===== config.mk =====
export PLATFORM = sky130hd
export DESIGN_NAME = doorlock_2
export DESIGN_NICKNAME = d
export VERILOG_FILES = /design/src/rtl/doorlock_2.sv
export SDC_FILE = /design/constraint.sdc
export NUM_CORES = 1
export LEC_CHECK = 0
export CAP_MARGIN = 20
export CORE_UTILIZATION = 45
export DETAILED_ROUTE_END_ITERATION = 6
export GPL_TIMING_DRIVEN = 1
export PLACE_DENSITY = 0.65
export SLEW_MARGIN = 5
export SYNTH_ARGS = -nofsm -noshare
export SYNTH_HDL_FRONTEND = slang
export SYNTH_SLANG_ARGS = --single-unit

===== constraint.sdc =====
create_clock -name clock -period 2.8 [get_ports clock]
set_input_delay 0.84 -clock clock [delete_from_list [all_inputs] [get_ports clock]]
set_output_delay 0.84 -clock clock [all_outputs]
set_load 0.05 [all_outputs]

===== src/rtl/doorlock_2.sv =====
// Three-digit keypad lock: accepts PASS_A or PASS_B, edge-triggered keys, x starts/confirms entry.
// LEDs update on the edge that first samples x high; button_on echoes num one cycle late; no backpressure.
module doorlock_2 #(
    parameter logic [11:0] PASS_A = 12'h529,
    parameter logic [11:0] PASS_B = 12'h579
) (
    input  logic       clock,
    input  logic       reset,
    input  logic [9:0] num,
    input  logic       x,
    output logic       out_led_1,
    output logic       out_led_2,
    output logic [9:0] button_on
);
    typedef enum logic [1:0] {S_IDLE, S_ENTRY, S_RESULT} state_t;

    state_t      r_state, w_state_nxt;
    logic [11:0] r_buf, w_buf_nxt;
    logic [2:0]  r_cnt, w_cnt_nxt;
    logic        r_err, w_err_nxt;
    logic        r_led1, w_led1_nxt;
    logic        r_led2, w_led2_nxt;
    logic [9:0]  r_btn;
    logic [9:0]  r_num_d;
    logic        r_x_d;

    logic        w_x_rise;
    logic [9:0]  w_num_rise;
    logic        w_one_hot;
    logic [3:0]  w_digit;
    logic        w_match;

    assign w_x_rise   = x & ~r_x_d;
    assign w_num_rise = num & ~r_num_d;
    assign w_one_hot  = (w_num_rise != 10'd0) && ((w_num_rise & (w_num_rise - 10'd1)) == 10'd0);
    assign w_match    = (r_cnt == 3'd3) && !r_err && ((r_buf == PASS_A) || (r_buf == PASS_B));

    always_comb begin
        w_digit = 4'd0;
        for (int k = 0; k < 10; k++) begin
            if (w_num_rise[k]) w_digit = 4'(k);
        end
    end

    always_comb begin
        w_state_nxt = r_state;
        w_buf_nxt   = r_buf;
        w_cnt_nxt   = r_cnt;
        w_err_nxt   = r_err;
        w_led1_nxt  = r_led1;
        w_led2_nxt  = r_led2;
        case (r_state)
            S_IDLE: begin
                w_led1_nxt = 1'b0;
                w_led2_nxt = 1'b0;
                if (w_x_rise) begin
                    w_state_nxt = S_ENTRY;
                    w_buf_nxt   = 12'd0;
                    w_cnt_nxt   = 3'd0;
                    w_err_nxt   = 1'b0;
                end
            end
            S_ENTRY: begin
                // x wins over a simultaneous digit: compare the buffer as it stood
                if (w_x_rise) begin
                    w_led1_nxt  = w_match;
                    w_led2_nxt  = !w_match;
                    w_state_nxt = S_RESULT;
                end else if (w_num_rise != 10'd0) begin
                    if (w_one_hot) begin
                        w_buf_nxt = {r_buf[7:0], w_digit};
                        if (r_cnt != 3'd4) w_cnt_nxt = r_cnt + 3'd1;
                    end else begin
                        w_err_nxt = 1'b1;
                    end
                end
            end
            S_RESULT: begin
                if (w_x_rise) begin
                    w_state_nxt = S_ENTRY;
                    w_led1_nxt  = 1'b0;
                    w_led2_nxt  = 1'b0;
                    w_buf_nxt   = 12'd0;
                    w_cnt_nxt   = 3'd0;
                    w_err_nxt   = 1'b0;
                end
            end
            default: begin
                w_state_nxt = S_IDLE;
                w_led1_nxt  = 1'b0;
                w_led2_nxt  = 1'b0;
            end
        endcase
    end

    always_ff @(posedge clock) begin
        if (!reset) r_state <= S_IDLE;
        else        r_state <= w_state_nxt;
    end

    always_ff @(posedge clock) begin
        if (!reset) begin
            r_buf   <= 12'd0;
            r_cnt   <= 3'd0;
            r_err   <= 1'b0;
            r_led1  <= 1'b0;
            r_led2  <= 1'b0;
            r_btn   <= 10'd0;
            r_num_d <= 10'd0;
            r_x_d   <= 1'b0;
        end else begin
            r_buf   <= w_buf_nxt;
            r_cnt   <= w_cnt_nxt;
            r_err   <= w_err_nxt;
            r_led1  <= w_led1_nxt;
            r_led2  <= w_led2_nxt;
            r_btn   <= (w_state_nxt == S_ENTRY) ? num : 10'd0;
            r_num_d <= num;
            r_x_d   <= x;
        end
    end

    assign out_led_1 = r_led1;
    assign out_led_2 = r_led2;
    assign button_on = r_btn;
endmodule


==> impl_metrics.toml <==
[setup_path]
rr_worst_depth = 8
reg2reg_slack_ns = 0.82
path_max_fanout = 4
regToRegEndpoint = "r_cnt[0]"
critical_path.endpoint_type = "flop"
cp-start-kind = "input pin"
r2r_start = "r_num_d[3]"
required_ns = 3.00
endpoint = "r_cnt[0]"
startpoint = "num[1]"
worstPathArrival_ns = 2.88
critical_path_class = "in -> reg"

[global_routing]
grt_pass1_wl_mm = 6.91
grt.overflow.total = 0
track_usage = 0.210
first_global_vias = 1517
antenna_found_initial = 0
grt_max_degree = 19

[sta]
fin_skew_ns = 0.00284
setup_viol_count_final = 0
hold_viol = 0
fin_crit_sh = 0.957
period_needed_ns = 2.68
maxSlewViolCount = 0
worst_slack_ns = 0.121
tightest_slew_ns = 0.503
whs_ns = 0.467
max_freq_ghz = 0.373
rsz0062_at_grt = "false"
slew_headroom = 0.664

[placement]
dp.cells = 285
dp_slack_ns = -0.204
dp_hpwl_mm = 2.83
place.gp.congestion = 0.787
port_buffers = 24

[final_layout]
instances_no_fill = 292
num-fill-cells = 323
area_growth_syn_to_layout_pct = 27.6
final_cell_mix = "dfxtp_1, clkdlybuf4s50_1, and2_1, buf_4, nand3_1"
final_common_cell = "dfxtp_1"
layout-drive-gt1-share = 0.176
nNetsFinal = 260
diodes = 0

[clocking]
ctsHoldBuffers = 0
insertion_delay_ns = 0.29
clk_pin_slew_ns = 0.07
cts_setup_buffers = 0
clock_sinks = 41
numCtsBuffers = 5
cts-resized-gates = 0
cts_tree = "built"
clock_path_buffers = 2
cts_max_level = 2
root_buffer = "clkbuf_8"

[floorplan]
die_area_um2 = 4350
rows = 22
die_w_um = 66.0
chipHeight_um = 66.0
start_util = 0.485
ioPinCount = 25
design.core.area_um2 = 3800

[pwr]
vdd.ir_drop.worst_mv = 0.386
p_leak_nw = 0.897
powerDensity_nw_per_um2 = 508
p_total_mw = 1.19

[route]
drt-total-wl_mm = 3.80
detail_route.first_pass.iterations = 4
drc = 0
vias = 1546
avgRoutedWirePerCell_um = 13.0
drt_iter0_drc = 52
drtAntennaViolNets = 0
avgViaCountPerCell = 5.29

[yosys]
synth_area_um2 = 1840
syn_inst = 199
synth-seq-cells = 41
ys_seq_area_frac = 0.446
ys_dominant_reg_cell = "dfxtp_1"
async_reset_ff_frac = 0
syn_nets = 215
yosys_warnings = 0
synth_edf_count = 0
synth_cell_types = 43
avgSynthCellArea_um2 = 9.26

[hold_path]
hold_depth = 2
hold_path_class = "reg -> reg"

[run]
maxCapViolations = 0

[run_status]
status = "completed"
## metal layers
layer | share of wire | wire (µm) | vias to the layer above | global-route usage
li1 | - | - | 783 | -
met1 | 0.47 | 1800 | 723 | 0.262
met2 | 0.47 | 1780 | 35 | 0.344
met3 | 0.044 | 167 | 5 | 0.0500
met4 | 0.015 | 57 | 0 | 0.0851
met5 | 0 | 0 | - | 0
## cells in the mapped netlist, types with 3 or more instances
master,count,area share
dfxtp_1,41,0.45
and2_1,22,0.075
nand3_1,21,0.057
a21oi_1,17,0.046
nand2_1,10,0.020
nand2b_1,10,0.034
nor2_1,9,0.018
nor2b_1,6,0.020
clkbuf_1,5,0.010
inv_1,5,0.010
nand4_1,5,0.017
o21ai_0,5,0.014
nand2b_2,4,0.019
ha_1,3,0.020
## cell families (layout without fill, tap and decap cells)
kind of cell / count (synthesis) / after routing / synth area share
AND/OR/NAND/NOR: 102 / 102 / 0.344
flip-flops: 41 / 41 / 0.446
AO/OA/AOI/OAI: 35 / 35 / 0.130
buffers and inverters: 14 / 59 / 0.0374
adder cells (fa/ha/maj): 4 / 4 / 0.0265
multiplexers: 2 / 2 / 0.0109
XOR/XNOR: 1 / 1 / 0.00476
## how the worst min path moves through the flow
stage	end	from	slack (ns)
final	r_buf[9]	r_buf[9]	0.47
after global routing	r_buf[9]	r_buf[9]	0.48
after CTS	r_buf[9]	r_buf[9]	0.47
after detailed placement	r_buf[9]	r_buf[9]	0.46
after global placement	r_buf[8]	r_buf[8]	0.46
after floorplan	r_buf[9]	r_buf[9]	0.44
## metrics by stage
step | utilization | area (µm²) | TNS (ns)
floorplan | - | 1840 | 0
global placement | 0.595 | 2260 | -0.742
detailed placement | 0.595 | 2260 | -1.67
CTS | 0.618 | 2350 | 0
global route | 0.619 | 2350 | 0
finish | 0.619 | 2350 | 0
## worst max-delay path: stages
cell and delay [ns]:
clkdlybuf4s50_1 0.51, and2b_2 0.20, a21boi_4 0.07, maj3_2 0.31, a32o_1 0.25, o211ai_2 0.19, buf_4 0.15, a32oi_1 0.07
a211oi_1 0.29
## state kept, by name (all words and copies together) (netlist names)
name and count:
out_led_1 1, out_led_2 1, r_cnt 3, r_state 2
r_err 1, r_x_d 1, button_on 10, r_num_d 10
r_buf 12
## area by class of cell
| cell class | instances | area [µm²] | area share |
|---|---|---|---|
| Inverter | 6 | 22.5 | 0.00958 |
| Sequential cell | 41 | 821 | 0.349 |
| Tap cell | 48 | 60.1 | 0.0256 |
| Clock buffer | 7 | 86.3 | 0.0367 |
| Timing Repair Buffer | 46 | 405 | 0.173 |
| Multi-Input combinational cell | 144 | 955 | 0.406 |
## power breakdown
group / total, mW / switching [mW] / internal, mW
Combinational: 0.196 / 0.107 / 0.0896
Sequential: 0.609 / 0.00694 / 0.602
Clock: 0.387 / 0.192 / 0.196
Total: 1.19 / 0.306 / 0.887
Note: power is estimated with default switching activity, not from simulation.
